===== config.mk =====
export PLATFORM = sky130hd
export DESIGN_NAME = red_pitaya_na_averager_block_flat
export DESIGN_NICKNAME = d
export VERILOG_FILES = /design/src/rtl/red_pitaya_na_averager_block_pkg.sv /design/src/rtl/red_pitaya_na_averager_block_if.sv /design/src/rtl/red_pitaya_na_accumulator.sv /design/src/rtl/red_pitaya_na_averager_block.sv /design/src/flat_wrapper.sv
export SDC_FILE = /design/constraint.sdc
export NUM_CORES = 1
export LEC_CHECK = 0
export ABC_AREA = 1
export BUFFER_PORTS_ARGS = -buffer_cell sky130_fd_sc_hd__buf_2
export CELL_PAD_IN_SITES_DETAIL_PLACEMENT = 0
export CELL_PAD_IN_SITES_GLOBAL_PLACEMENT = 1
export CORE_AREA = 2 2 264 266
export CTS_CLUSTER_DIAMETER = 40
export CTS_CLUSTER_SIZE = 16
export DETAILED_ROUTE_END_ITERATION = 8
export DIE_AREA = 0 0 266 268
export PLACE_DENSITY_LB_ADDON = 0.1
export SLEW_MARGIN = 10
export SYNTH_ARGS = -nofsm -noshare
export SYNTH_HDL_FRONTEND = slang
export SYNTH_SLANG_ARGS = --single-unit

===== constraint.sdc =====
create_clock -name clk_i -period 2.3 [get_ports clk_i]
set_input_delay 0.115 -clock clk_i [delete_from_list [all_inputs] [get_ports clk_i]]
set_output_delay 0.115 -clock clk_i [all_outputs]
set_load 0.01 [all_outputs]

===== src/rtl/red_pitaya_na_averager_block_pkg.sv =====
// Shared definitions for the network-analyser averager.
// Holds the FSM state encoding, register offsets and status bit positions.
package red_pitaya_na_averager_block_pkg;

    typedef enum logic [1:0] {
        ST_IDLE  = 2'd0,
        ST_SLEEP = 2'd1,
        ST_ACCUM = 2'd2,
        ST_DONE  = 2'd3
    } state_t;

    localparam logic [15:0] A_CTRL   = 16'h0000;
    localparam logic [15:0] A_AVG    = 16'h0004;
    localparam logic [15:0] A_SLEEP  = 16'h0008;
    localparam logic [15:0] A_STATUS = 16'h000C;
    localparam logic [15:0] A_RES    = 16'h0010;
    localparam logic [15:0] A_P_CH   = 16'h0200;
    localparam logic [15:0] A_P_IN   = 16'h0204;
    localparam logic [15:0] A_P_SUM  = 16'h0208;
    localparam logic [15:0] A_P_CNT  = 16'h020C;

    localparam int B_START = 0;
    localparam int B_ABORT = 1;

    localparam int S_STATE = 0;
    localparam int S_BUSY  = 2;
    localparam int S_DONE  = 3;
    localparam int S_OVF   = 8;

endpackage


===== src/rtl/red_pitaya_na_averager_block_if.sv =====
// PS system bus: addr/wen/ren/wdata from the master,
// ack/rdata back from the slave register block.
interface red_pitaya_na_averager_block_if;

    logic [15:0] addr;
    logic        wen;
    logic        ren;
    logic [31:0] wdata;
    logic        ack;
    logic [31:0] rdata;

    modport master (
        output addr, wen, ren, wdata,
        input  ack, rdata
    );

    modport slave (
        input  addr, wen, ren, wdata,
        output ack, rdata
    );

endinterface


===== src/rtl/red_pitaya_na_accumulator.sv =====
// One averager channel: sign-extend, accumulate, sticky overflow, result latch.
// Ports: clk_i/rstn_i, i_clear/i_add/i_latch controls, i_dat sample, o_res/o_ovf.
module red_pitaya_na_accumulator #(
    parameter int INBITS  = 24,
    parameter int SUMBITS = 62
) (
    input  logic               clk_i,
    input  logic               rstn_i,
    input  logic               i_clear,
    input  logic               i_add,
    input  logic               i_latch,
    input  logic [INBITS-1:0]  i_dat,
    output logic [SUMBITS-1:0] o_res,
    output logic               o_ovf
);

    logic [SUMBITS-1:0] w_ext;
    logic [SUMBITS-1:0] w_sum;
    logic [SUMBITS-1:0] r_acc;
    logic [SUMBITS-1:0] r_res;
    logic               r_ovf;
    logic               w_wrap;

    assign w_ext = {{(SUMBITS-INBITS){i_dat[INBITS-1]}}, i_dat};
    assign w_sum = r_acc + w_ext;

    // Same-sign operands giving a different-sign result means the add wrapped.
    assign w_wrap = (r_acc[SUMBITS-1] == w_ext[SUMBITS-1]) &&
                    (w_sum[SUMBITS-1] != r_acc[SUMBITS-1]);

    always_ff @(posedge clk_i or negedge rstn_i) begin
        if (!rstn_i) begin
            r_acc <= '0;
            r_res <= '0;
            r_ovf <= 1'b0;
        end else begin
            if (i_clear) begin
                r_acc <= '0;
                r_ovf <= 1'b0;
            end else if (i_add) begin
                r_acc <= w_sum;
                r_ovf <= r_ovf | w_wrap;
            end
            // Latch with clear only happens for a zero-length run.
            if (i_latch) begin
                r_res <= i_clear ? '0 : w_sum;
            end
        end
    end

    assign o_res = r_res;
    assign o_ovf = r_ovf;

endmodule


===== src/rtl/red_pitaya_na_averager_block.sv =====
// Multi-channel averager: sleep, then sum a programmable number of samples.
// Ports: clk_i, rstn_i, trig_i, dat_i, busy_o, done_o, bus (PS system bus).
module red_pitaya_na_averager_block
    import red_pitaya_na_averager_block_pkg::*;
#(
    parameter int CHANNELS = 2,
    parameter int INBITS   = 24,
    parameter int SUMBITS  = 62,
    parameter int CNTBITS  = 32
) (
    input  logic                         clk_i,
    input  logic                         rstn_i,
    input  logic                         trig_i,
    input  logic [CHANNELS*INBITS-1:0]   dat_i,
    output logic                         busy_o,
    output logic                         done_o,
    red_pitaya_na_averager_block_if.slave bus
);

    state_t               r_state;
    state_t               w_next;
    logic [CNTBITS-1:0]   r_avg;
    logic [CNTBITS-1:0]   r_sleep;
    logic [CNTBITS-1:0]   r_avg_rem;
    logic [CNTBITS-1:0]   r_sleep_rem;
    logic                 w_ctrl_wr;
    logic                 w_start;
    logic                 w_abort;
    logic                 w_clear;
    logic                 w_add;
    logic                 w_latch;
    logic                 r_done;
    logic                 r_ack;
    logic [31:0]          r_rdata;
    logic [31:0]          w_rdata;
    logic [31:0]          w_status;
    logic [CHANNELS-1:0]  w_ovf;
    logic [SUMBITS-1:0]   w_res [CHANNELS];

    assign w_ctrl_wr = bus.wen && (bus.addr == A_CTRL);
    assign w_abort   = w_ctrl_wr && bus.wdata[B_ABORT];
    assign w_start   = trig_i || (w_ctrl_wr && bus.wdata[B_START]);

    always_ff @(posedge clk_i or negedge rstn_i) begin
        if (!rstn_i) begin
            r_state <= ST_IDLE;
        end else begin
            r_state <= w_next;
        end
    end

    always_comb begin
        w_next  = r_state;
        w_clear = 1'b0;
        w_add   = 1'b0;
        w_latch = 1'b0;
        if (w_abort) begin
            w_next = ST_IDLE;
        end else if (w_start) begin
            w_clear = 1'b1;
            if (r_avg == '0) begin
                w_next  = ST_DONE;
                w_latch = 1'b1;
            end else if (r_sleep == '0) begin
                w_next = ST_ACCUM;
            end else begin
                w_next = ST_SLEEP;
            end
        end else begin
            unique case (r_state)
                ST_SLEEP: begin
                    if (r_sleep_rem <= CNTBITS'(1)) begin
                        w_next = ST_ACCUM;
                    end
                end
                ST_ACCUM: begin
                    w_add = 1'b1;
                    if (r_avg_rem <= CNTBITS'(1)) begin
                        w_next  = ST_DONE;
                        w_latch = 1'b1;
                    end
                end
                default: ;
            endcase
        end
    end

    always_ff @(posedge clk_i or negedge rstn_i) begin
        if (!rstn_i) begin
            r_avg_rem   <= '0;
            r_sleep_rem <= '0;
            r_done      <= 1'b0;
        end else begin
            r_done <= w_latch;
            if (w_clear) begin
                r_avg_rem   <= r_avg;
                r_sleep_rem <= r_sleep;
            end else begin
                if (r_state == ST_SLEEP) begin
                    r_sleep_rem <= r_sleep_rem - CNTBITS'(1);
                end
                if (w_add) begin
                    r_avg_rem <= r_avg_rem - CNTBITS'(1);
                end
            end
        end
    end

    for (genvar g = 0; g < CHANNELS; g++) begin : g_ch
        red_pitaya_na_accumulator #(
            .INBITS  (INBITS),
            .SUMBITS (SUMBITS)
        ) u_acc (
            .clk_i   (clk_i),
            .rstn_i  (rstn_i),
            .i_clear (w_clear),
            .i_add   (w_add),
            .i_latch (w_latch),
            .i_dat   (dat_i[g*INBITS +: INBITS]),
            .o_res   (w_res[g]),
            .o_ovf   (w_ovf[g])
        );
    end

    assign busy_o = (r_state == ST_SLEEP) || (r_state == ST_ACCUM);
    assign done_o = r_done;

    always_comb begin
        w_status                        = '0;
        w_status[S_OVF +: CHANNELS]     = w_ovf;
        w_status[S_DONE]                = (r_state == ST_DONE);
        w_status[S_BUSY]                = busy_o;
        w_status[S_STATE +: 2]          = r_state;
    end

    always_comb begin
        w_rdata = '0;
        case (bus.addr)
            A_AVG:    w_rdata = 32'(r_avg);
            A_SLEEP:  w_rdata = 32'(r_sleep);
            A_STATUS: w_rdata = w_status;
            A_P_CH:   w_rdata = 32'(CHANNELS);
            A_P_IN:   w_rdata = 32'(INBITS);
            A_P_SUM:  w_rdata = 32'(SUMBITS);
            A_P_CNT:  w_rdata = 32'(CNTBITS);
            default:  ;
        endcase
        for (int ch = 0; ch < CHANNELS; ch++) begin
            if (bus.addr == A_RES + 16'(8 * ch)) begin
                w_rdata = w_res[ch][31:0];
            end
            if (bus.addr == A_RES + 16'(8 * ch + 4)) begin
                w_rdata = {{(64-SUMBITS){w_res[ch][SUMBITS-1]}},
                           w_res[ch][SUMBITS-1:32]};
            end
        end
    end

    always_ff @(posedge clk_i or negedge rstn_i) begin
        if (!rstn_i) begin
            r_avg   <= '0;
            r_sleep <= '0;
            r_ack   <= 1'b0;
            r_rdata <= '0;
        end else begin
            r_ack <= bus.wen | bus.ren;
            if (bus.wen && (bus.addr == A_AVG)) begin
                r_avg <= CNTBITS'(bus.wdata);
            end
            if (bus.wen && (bus.addr == A_SLEEP)) begin
                r_sleep <= CNTBITS'(bus.wdata);
            end
            if (bus.ren) begin
                r_rdata <= w_rdata;
            end
        end
    end

    assign bus.ack   = r_ack;
    assign bus.rdata = r_rdata;

endmodule

===== src/flat_wrapper.sv =====
// flat-port wrapper written by rule: the top's interface ports become plain ports
module red_pitaya_na_averager_block_flat import red_pitaya_na_averager_block_pkg::*;
#(
    parameter int CHANNELS = 2,
    parameter int INBITS   = 24,
    parameter int SUMBITS  = 62,
    parameter int CNTBITS  = 32
)
  (clk_i, rstn_i, trig_i, dat_i, busy_o, done_o, bus_addr, bus_wen, bus_ren, bus_wdata, bus_ack, bus_rdata);
  red_pitaya_na_averager_block_if bus_i ();
  input  logic clk_i;
  input  logic rstn_i;
  input  logic trig_i;
  input  logic [CHANNELS*INBITS-1:0] dat_i;
  output logic busy_o;
  output logic done_o;
  input wire logic [$bits(bus_i.addr)-1:0] bus_addr;
  input wire logic [$bits(bus_i.wen)-1:0] bus_wen;
  input wire logic [$bits(bus_i.ren)-1:0] bus_ren;
  input wire logic [$bits(bus_i.wdata)-1:0] bus_wdata;
  output wire logic [$bits(bus_i.ack)-1:0] bus_ack;
  output wire logic [$bits(bus_i.rdata)-1:0] bus_rdata;
  assign bus_i.addr = bus_addr;
  assign bus_i.wen = bus_wen;
  assign bus_i.ren = bus_ren;
  assign bus_i.wdata = bus_wdata;
  assign bus_ack = bus_i.ack;
  assign bus_rdata = bus_i.rdata;
  red_pitaya_na_averager_block #(.CHANNELS(CHANNELS), .INBITS(INBITS), .SUMBITS(SUMBITS), .CNTBITS(CNTBITS)) u_core (.clk_i(clk_i), .rstn_i(rstn_i), .trig_i(trig_i), .dat_i(dat_i), .busy_o(busy_o), .done_o(done_o), .bus(bus_i));
endmodule

# Yosys cells after proc, flatten, opt, wreduce, memory -nomap -nowiden
# Cells that the tools add are included.
dict set report totals {
  ff_bits 414
  in_bits 101
  elab_cells 95
}
dict set report op_classes {
  add_sub_neg 4
  magnitude_cmp 2
  eq_ne 20
  mux 36
  bitwise 3
  reduce_logical 16
}
# cell count
set ops {}
lappend ops {{2-to-1 mux 62 bit} 6}
lappend ops {{2-to-1 mux 32 bit} 8}
lappend ops {{one-hot mux 32 bit (7 select lines)} 1}
lappend ops {{adder 62 bit} 2}
lappend ops {{equality test 16 x 10 -> 1 bit, second input constant} 4}
lappend ops {{equality test 16 x 5 -> 1 bit, second input constant} 4}
lappend ops {{<= comparator 32 x 1 -> 1 bit, second input constant} 2}
lappend ops {{logical NOT 32 bit} 2}
lappend ops {{subtractor 32 x 1 -> 32 bit, second input constant} 2}
lappend ops {{equality test 16 x 4 -> 1 bit, second input constant} 2}
lappend ops {{equality test 16 x 3 -> 1 bit, second input constant} 1}
lappend ops {{logical NOT 16 bit} 1}
lappend ops {{2-to-1 mux 1 bit} 14}
lappend ops {{2-to-1 mux 2 bit} 6}
lappend ops {{inequality test 4 x 1 -> 1 bit, second input constant} 2}
lappend ops {{logical AND 1 bit} 7}
lappend ops {{equality test 2 bit, second input constant} 2}
lappend ops {{one-hot mux 2 bit (2 select lines)} 1}
lappend ops {{nonzero test 2 bit} 2}
lappend ops {{nonzero test 4 bit} 1}
lappend ops {{OR 1 bit} 3}
lappend ops {{AND reduction 3 bit} 1}
lappend ops {{equality test 1 bit} 2}
lappend ops {{equality test 2 x 1 -> 1 bit, second input constant} 1}
lappend ops {{2 further kinds} 4}

# Longest topological paths before layout
# Gate-level depths: netlist of run 1.
dict set report logic_depth {
  word_depth 8
  ltp_mapped 17
}

# Hierarchy
# From an unflattened synthesis of run 1, not the netlist that was laid out.
dict set report unflattened {
  hier_cells 4647
  hier_area_um2 30048.8
}
# module instances cells_each area_per_inst_um2
set modules_own_cells {}
lappend modules_own_cells {red_pitaya_na_accumulator 2 1619 10084.7}
lappend modules_own_cells {red_pitaya_na_averager_block 1 1409 9879.5}

# Least setup slack after synthesis of run 1
# Ideal clock, no wire load.
dict set report synth_path {
  path_kind {reg2reg}
  from {register u_core.g_ch[1].u_acc.r_acc[0]}
  to {register u_core.g_ch[1].u_acc.r_acc[40]}
  setup_time_ps 83
  t_arrival_ps 1908
  setup_slack_ps 309
  stages_incl_launch_ff 15
  path_buffers 0
  synth_period_minus_slack_ps 1991
  path_cell_list {dfrtp_1 -> ha_1 -> inv_1 -> fa_1 -> inv_1 -> nand3_1 -> nand3_1 -> nand2_1 -> nand2_1 -> nand2_1 -> nand3_1 -> nand2_1 -> nand3b_1 -> nand3_1 -> o21ai_0}
}
dict set report synth_via {
  elab_chain_cells 3
}
# element line
set synth_rtl {}
lappend synth_rtl {{start: declaration} red_pitaya_na_accumulator.sv:19} ;# logic [SUMBITS-1:0] r_acc;
lappend synth_rtl {{start signal: assignment} red_pitaya_na_accumulator.sv:41} ;# r_acc <= w_sum;
lappend synth_rtl {{adder 62 bit} red_pitaya_na_accumulator.sv:25} ;# assign w_sum = r_acc + w_ext;
lappend synth_rtl {{2-to-1 mux 62 bit} red_pitaya_na_accumulator.sv:40} ;# end else if (i_add) begin
lappend synth_rtl {{2-to-1 mux 62 bit} red_pitaya_na_accumulator.sv:37} ;# if (i_clear) begin
# No other way between the ends. The select of a mux whose other input is x is not followed.
# A chain may end at the register's enable or synchronous reset.

# Final worst setup path of run 1
dict set report layout_path {
  from {register u_core.g_ch[0].u_acc.r_acc[26]}
  to {register u_core.g_ch[0].u_acc.r_res[58]}
}
dict set report layout_via {
  elab_chain_cells 2
}
# element line
set layout_rtl {}
lappend layout_rtl {{start: declaration} red_pitaya_na_accumulator.sv:19}
lappend layout_rtl {{start signal: assignment} red_pitaya_na_accumulator.sv:41}
lappend layout_rtl {{adder 62 bit} red_pitaya_na_accumulator.sv:25}
lappend layout_rtl {{2-to-1 mux 62 bit} red_pitaya_na_accumulator.sv:46} ;# r_res <= i_clear ? '0 : w_sum;
lappend layout_rtl {{end signal: assignment} red_pitaya_na_accumulator.sv:46}
lappend layout_rtl {{end: declaration} red_pitaya_na_accumulator.sv:20} ;# logic [SUMBITS-1:0] r_res;
# No other way between the ends.

==> reports/qor.yml, run 1 <==
route:
  wl_per_cell_um: 19.33
  drt_iter0_drc: 2960
  route.detailed.drc: 0
  vias: 33300
  first_pass_iters: 6
  drt-total-wl_mm: 124.2
  via_per_inst: 5.182
  drtAntennaViolNets: 0
timing:
  post-route-period-util_pct: 99.98
  worst_pin_slew_ns: 1.241
  fin_crit_ns: 2.300
  relSlewSlack_pct: 17.19
  finalSetupViolCount: 0
  fmax_mhz: 434.8
  hold_violations: 0
  rsz0062_at_grt: "yes"
  finalClockSkew_ns: 0.05601
  slew_viol_final: 0
  setup_tns_ns: 0
power_and_ir_drop:
  power.density_mw_per_mm2: 1167
  p_leak_uw: 0.02217
  intPower_uw: 26770
  combinationalPowerShare_pct: 49.7
  pwr-share-clk_pct: 27.2
  fin_total_pwr_uw: 48040
  switchingPower_uw: 21270
  p_seq_share_pct: 23.1
  ir_worst_vdd_mv: 0.8480
  switching_share_pct: 44.28
floorplanning:
  fp.coreArea_mm2: 0.06823
  initial_utilization_pct: 44.78
  ioPinCount: 136
  die_area_mm2: 0.07129
  std_cell_rows: 96
  fp.dieW_um: 266
  die_y_um: 268
synthesis:
  postSynthCellCount: 4862
  synth_nets: 5094
  synth-edff-count: 0
  async_flop_share_pct: 100.0
  seq_area_frac_synth_pct: 33.91
  synth_ff_type: "dfrtp_1"
  ys_warn_count: 0
  netlist_area_mm2: 0.03055
  yosysUniqueCellTypes: 43
  syn_avg_cell_area_um2: 6.284
  ys_ff_latch: 414
placement:
  place.gp.congestion: 0.9805
  place_inst: 6218
  dpl.hpwl_mm: 96.62
  placed_cell_area_mm2: 0.03568
  portBuffers: 135
clock_network:
  cts_buffer_depth: 3
  insertion_delay_ns: 0.67
  cts_tree: "yes"
  path_clk_slew_ns: 0.05
  cts_made_buffers: 85
  htreeDepth: 3
  cts-root-buf: "clkbuf_16"
  cts_sinks: 414
layout:
  stdcell_count: 6427
  finalInstanceArea_mm2: 0.04115
  mostFrequentLayoutCells: "1,815 x nand2_1, 836 x inv_1, 439 x buf_4, 412 x dfrtp_1, 272 x nor2_1"
  layout-drive-gt1-share_pct: 21.50
  layout_commonest_cell: "nand2_1"
  nets: 5704
  fin_util_pct: 60.32
  syn2layout_area_growth_pct: 34.69
worst_setup_path:
  setup.worst_path.class: "reg -> reg"
  required_ns: 2.84
  start_kind: "register"
  slowest_delay_ns: 0.43
  cp_top_family: "simple AND/OR/NAND/NOR gates"
  crit_path_top_delay_cell: "dfrtp_1"
  crit_buf_inv: 2
  crit_chain: "ha_4 -> buf_4 -> nand2_2 -> nor2_1 -> inv_1 -> nor2_2 -> nand2_1 -> nor3_2 -> nand2_2 -> nand2_1 -> nand2_1 -> nand4_1 -> nand2_1"
  cp_max_fo: 4
  cpMostUsedCell: "nand2_1"
  end_kind: "register"
  cp.arrival_ns: 2.84
flow_run:
  drv_cap: 0
global_routing:
  grt_max_degree: 71
  grt_pass1_vias: 31000
  overflow: 0
  grt_usage_pct: 34.19
  grt_pass1_wl_mm: 184.9
  antenna_found_initial: 2
outcome:
  status: "completed"
min_path:
  min_path_type: "in -> async"
[metal layers]
metal	routed length [µm]	vias up	global-route usage, %
li1	-	16450	-
met2	54580	1122	53.48
met5	26	-	0
met3	9579	212	6.442
met1	55440	15520	47.01
met4	4595	4	12.89
[through the flow]
step                      hold slack (ns)  setup slack, ns
after floorplan                   -0.1806           0.3093
after global placement             0.1191          -0.1439
after detailed placement           0.1233          -0.1589
after CTS                        0.004832        -0.008206
after global routing              0.05068         -0.08411
final                             0.03531        0.0003471
[kinds of logic (layout without fill, tap and decap cells)]
group	count (synthesis)	after routing	share of synthesized area, %
and+or+nand+nor	2779	2779	37.43
buffers and inverters	970	1652	12.41
AOI/OAI and AO/OA	508	508	9.116
DFF	414	414	33.91
adders and majority gates	131	131	5.414
xor gates and xnor gates	60	60	1.720
other	0	1	0
[registers in the layout (all words and copies together), names as in the netlist]
register / cells
u_core.r_state: 2
u_core.bus.rdata: 32
u_core.g_ch.u_acc.r_acc: 124
u_core.done_o: 1
u_core.r_avg: 32
u_core.r_sleep: 32
u_core.bus.ack: 1
u_core.g_ch.u_acc.o_ovf: 2
u_core.g_ch.u_acc.o_res: 124
u_core.r_sleep_rem: 32
u_core.r_avg_rem: 32
[layout make-up]
class                           count  area [µm²]
Clock inverter                     66       850.8
Sequential cell                   414       10360
Multi-Input combinational cell   3478       18390
Antenna cell                        1       2.502
Tap cell                          882        1104
Clock buffer                       93        2187
Timing Repair Buffer              647        5074
Inverter                          846        3186
Fill cell                        6696       27070
[power groups by stage]
| stage | clock network, µW | registers [µW] | logic, µW |
|---|---|---|---|
| global route | 13500 | 11200 | 26300 |
| CTS | 13200 | 10800 | 21600 |
| detailed placement | 0 | 10900 | 21200 |
| global placement | 0 | 10900 | 21100 |
| floorplan | 0 | 10000 | 12400 |
| finish | 13100 | 11100 | 23900 |
[cells in the mapped netlist (all sizes together), types with 41 or more instances]
library cell	n	area, µm²
buf	54	354.1
nand2	1926	7252
nor2	363	1378
nand4	146	919.6
or2	45	281.5
inv	845	3172
o21ai	286	1431
o22ai	41	256.5
a21oi	117	585.6
xor2	52	455.4
dfrtp	414	10360
ha	129	1614
clkbuf	70	262.8
nor3	42	210.2
nand3	208	1054
[path summary, 6_finish.rpt]
path,startpoint,slack [ns],cells past startpoint,to
setup / recovery,u_core.g_ch[0].u_acc.r_acc[26],0.0003,13,u_core.g_ch[0].u_acc.o_res[58]
hold / removal,rstn_i,0.04,2,u_core.g_ch[0].u_acc.r_acc[32]
setup reg to reg,u_core.g_ch[0].u_acc.r_acc[26],0.0003,13,u_core.g_ch[0].u_acc.o_res[58]
hold reg to reg,u_core.bus.rdata[4],0.47,2,u_core.bus.rdata[4]
max in group asynchronous,rstn_i,1.37,3,u_core.g_ch[1].u_acc.o_res[26]
min in group clk_i,trig_i,0.04,6,u_core.r_state[1]
[repair_timing]
| action | CTS | global route |
|---|---|---|
| setup buffers | 1 | 12 |
| endpoints found under the setup margin | 113 | 204 |
| resized for setup | 62 | 376 |
| endpoints found under the hold margin | 478 | 0 |
| pin swaps | 2 | 33 |
| hold buffers | 36 | 0 |
(Power assumes the default switching activity.)
==> inputs of run 2 (changes only) <==
CORE_AREA = 2 2 261 263   (was 2 2 264 266)
CTS_BUF_LIST = sky130_fd_sc_hd__clkbuf_4 sky130_fd_sc_hd__clkbuf_8   (was default)
DIE_AREA = 0 0 263 265   (was 0 0 266 268)
==> run 2 against run 1 <==
Against the previous run: die area down 2.2%; largest power group unchanged; largest cell class unchanged; fmax up 1.9%; critical endpoint is now u_core.g_ch[0].u_acc.r_acc[51]; non-clock buffer count up 71; sequential cell count unchanged; via count up 1.3%; power down 7.8%; core utilization up 1.0 points; wire length up 1.3%.
==> reports/qor.yml, run 2 (same netlist as run 1, synthesis figures left out) <==
power_and_ir_drop:
  p_leak_uw: 0.02223  # +0.27%
  fin_total_pwr_uw: 44280  # -7.8%
  power.density_mw_per_mm2: 1081  # -7.4%
  switching_share_pct: 46.35  # +2.1 points
  switchingPower_uw: 20520  # -3.5%
  pwr-share-clk_pct: 19.5  # -7.7 points
  ir_worst_vdd_mv: 0.6852  # -19%
  combinationalPowerShare_pct: 55.6  # +5.9 points
  p_seq_share_pct: 24.9  # +1.8 points
  intPower_uw: 23760  # -11%
placement:
  dpl.hpwl_mm: 98.23  # +1.7%
  place_inst: 6249  # +0.50%
  portBuffers: 135  # unchanged
  place.gp.congestion: 1.004  # +2.4%
global_routing:
  grt_pass1_vias: 31460  # +1.5%
  overflow: 0  # unchanged
  grt_pass1_wl_mm: 186.7  # +0.98%
  grt_usage_pct: 35.18  # +0.99 points
  grt_max_degree: 72  # +1.4%
  antenna_found_initial: 1  # -1
timing:
  fin_crit_ns: 2.257  # -0.04299 ns
  hold_violations: 0  # unchanged
  fmax_mhz: 443.1  # +1.9%
  finalClockSkew_ns: 0.05840  # +0.002388 ns
  rsz0062_at_grt: "yes"
  post-route-period-util_pct: 98.12  # -1.9 points
  whs_ns: 0.04715  # +0.01183 ns
  worst_pin_slew_ns: 0.6561  # -0.5847 ns
  finalSetupViolCount: 0  # unchanged
  relSlewSlack_pct: 56.26  # +39 points
  slew_viol_final: 0  # unchanged
clock_network:
  insertion_delay_ns: 0.73  # +0.06 ns
  cts_made_buffers: 84  # -1.2%
  cts_buffer_depth: 3  # unchanged
  htreeDepth: 3  # unchanged
  cts-root-buf: "clkbuf_8"
  path_clk_slew_ns: 0.06  # about the same
  cts_sinks: 414  # unchanged
  cts_tree: "yes"
route:
  via_per_inst: 5.204  # +0.42%
  drt-total-wl_mm: 125.8  # +1.3%
  route.detailed.drc: 0  # unchanged
  first_pass_iters: 6  # unchanged
  drtAntennaViolNets: 0  # unchanged
  drt_iter0_drc: 3207  # +8.3%
  vias: 33750  # +1.3%
  wl_per_cell_um: 19.40  # +0.35%
min_path:
  hold_end: "u_core.g_ch[0].u_acc.o_res[20]"
  whs_path_depth: 6
  min_path_type: "in -> reg"
  hp-start: "dat_i[20]"
floorplanning:
  std_cell_rows: 95  # -1.0%
  fp.dieW_um: 263  # -1.1%
  fp.coreArea_mm2: 0.06680  # -2.1%
  initial_utilization_pct: 45.74  # +0.95 points
  die_y_um: 265  # -1.1%
  die_area_mm2: 0.06970  # -2.2%
  ioPinCount: 136  # unchanged
worst_setup_path:
  crit-reg2reg-launch: "u_core.g_ch[0].u_acc.r_acc[19]"
  rrSetupSlack_ns: 0.04  # +0.04 ns
  start_kind: "register"
  setup.worst_path.class: "reg -> reg"
  r2r-end: "u_core.g_ch[0].u_acc.r_acc[51]"
  required_ns: 2.88  # +0.04 ns
  r2r_cells: 15  # +2
  end_kind: "register"
  cp.arrival_ns: 2.83  # about the same
  cp_max_fo: 3  # -1
flow_run:
  drv_cap: 0  # unchanged
layout:
  layout_commonest_cell: "nand2_1"
  layout-drive-gt1-share_pct: 23.65  # +2.1 points
  nets: 5774  # +1.2%
  mostFrequentLayoutCells: "1,762 x nand2_1, 827 x inv_1, 486 x buf_4, 408 x dfrtp_1, 280 x nor2_1"
  stdcell_count: 6485  # +0.90%
  syn2layout_area_growth_pct: 34.06
outcome:
  status: "completed"
[run 2: cell types whose count changed in the layout (fill, tap and decap cells not counted), moves of 8 or more]
cell,delta
buf_4,+47
clkbuf_16,-85
clkbuf_8,+93
dlygate4sd3_1,+17
ha_1,-8
inv_1,-9
inv_2,+9
inv_6,-8
nand2_1,-53
nand2_2,+41
nand2_4,+11
nand3_1,-15
nand3_2,+14
nor2_1,+8
[run 2: what timing repair did]
action | in CTS | in global routing
hold endpoints to repair | 529 | 0
hold buffers | 54 | 0
gates resized for setup | 61 | 472
endpoints found under the setup margin | 144 | 213
setup buffers | 8 | 18
pin swaps | 2 | 72
[run 2: layout make-up]
cell class                      count  area (µm²)
Fill cell                        6571       25840
Multi-Input combinational cell   3478       18700
Sequential cell                   414       10370
Timing Repair Buffer              718        5718
Inverter                          846        3186
Clock buffer                      101        1359
Tap cell                          873        1092
Clock inverter                     54       538.0
Antenna cell                        1       2.502
[run 2: power by group through the flow]
| stage | clock network (µW) | registers, µW | logic, µW |
|---|---|---|---|
| CTS | 8760 | 10700 | 22000 |
| detailed placement | 0 | 10800 | 21500 |
| floorplan | 0 | 10000 | 12400 |
| finish | 8640 | 11000 | 24600 |
| global route | 9050 | 11100 | 27100 |
| global placement | 0 | 10800 | 21300 |
[run 2: worst max-delay path: stages, from the launching register on]
cell,delay [ns]
dfrtp_1,0.44
ha_4,0.30
nand2_2,0.05
buf_4,0.13
nor2_2,0.07
buf_4,0.13
buf_4,0.11
nand2_1,0.09
inv_2,0.15
nand2_2,0.10
nor2_1,0.09
nand2_1,0.08
nand2_1,0.07
nand2_1,0.07
nand4_1,0.17
nand2_1,0.08
[run 2: how the worst max path moves through the flow]
stage | startpoint | end | slack (ns) | cells past startpoint
after floorplan | u_core.g_ch[1].u_acc.r_acc[0] | u_core.g_ch[1].u_acc.r_acc[40] | 0.31 | 14
after global placement | dat_i[47] | u_core.g_ch[1].u_acc.r_acc[33] | -0.15 | 14
after detailed placement | u_core.g_ch[1].u_acc.r_acc[0] | u_core.g_ch[1].u_acc.o_res[56] | -0.18 | 15
after CTS | u_core.g_ch[1].u_acc.r_acc[7] | u_core.g_ch[1].u_acc.r_acc[45] | 0.0007 | 15
after global routing | u_core.g_ch[0].u_acc.r_acc[49] | u_core.g_ch[0].u_acc.r_acc[55] | -0.05 | 13
final | u_core.g_ch[0].u_acc.r_acc[19] | u_core.g_ch[0].u_acc.r_acc[51] | 0.04 | 15
[run 2: routing by layer]
| metal | routed length, µm | global-route usage (%) |
|---|---|---|
| met1 | 56000 | 48.92 |
| met2 | 55520 | 55.38 |
| met3 | 9186 | 5.676 |
| met4 | 5068 | 12.56 |
| met5 | 0 | 0 |
[run 2: through the flow]
| stage | cell area, µm² | TNS [ns] | setup WS [ns] | utilization, % |
|---|---|---|---|---|
| after floorplan | 30550 | 0 | 0.3093 | - |
| after global placement | 35980 | -14.09 | -0.1526 | 53.87 |
| after detailed placement | 35980 | -15.64 | -0.1757 | 53.87 |
| after CTS | 38730 | 0 | 0.0007412 | 57.98 |
| after global routing | 40960 | -1.169 | -0.05337 | 61.32 |
| final | 40960 | 0 | 0.04333 | 61.32 |
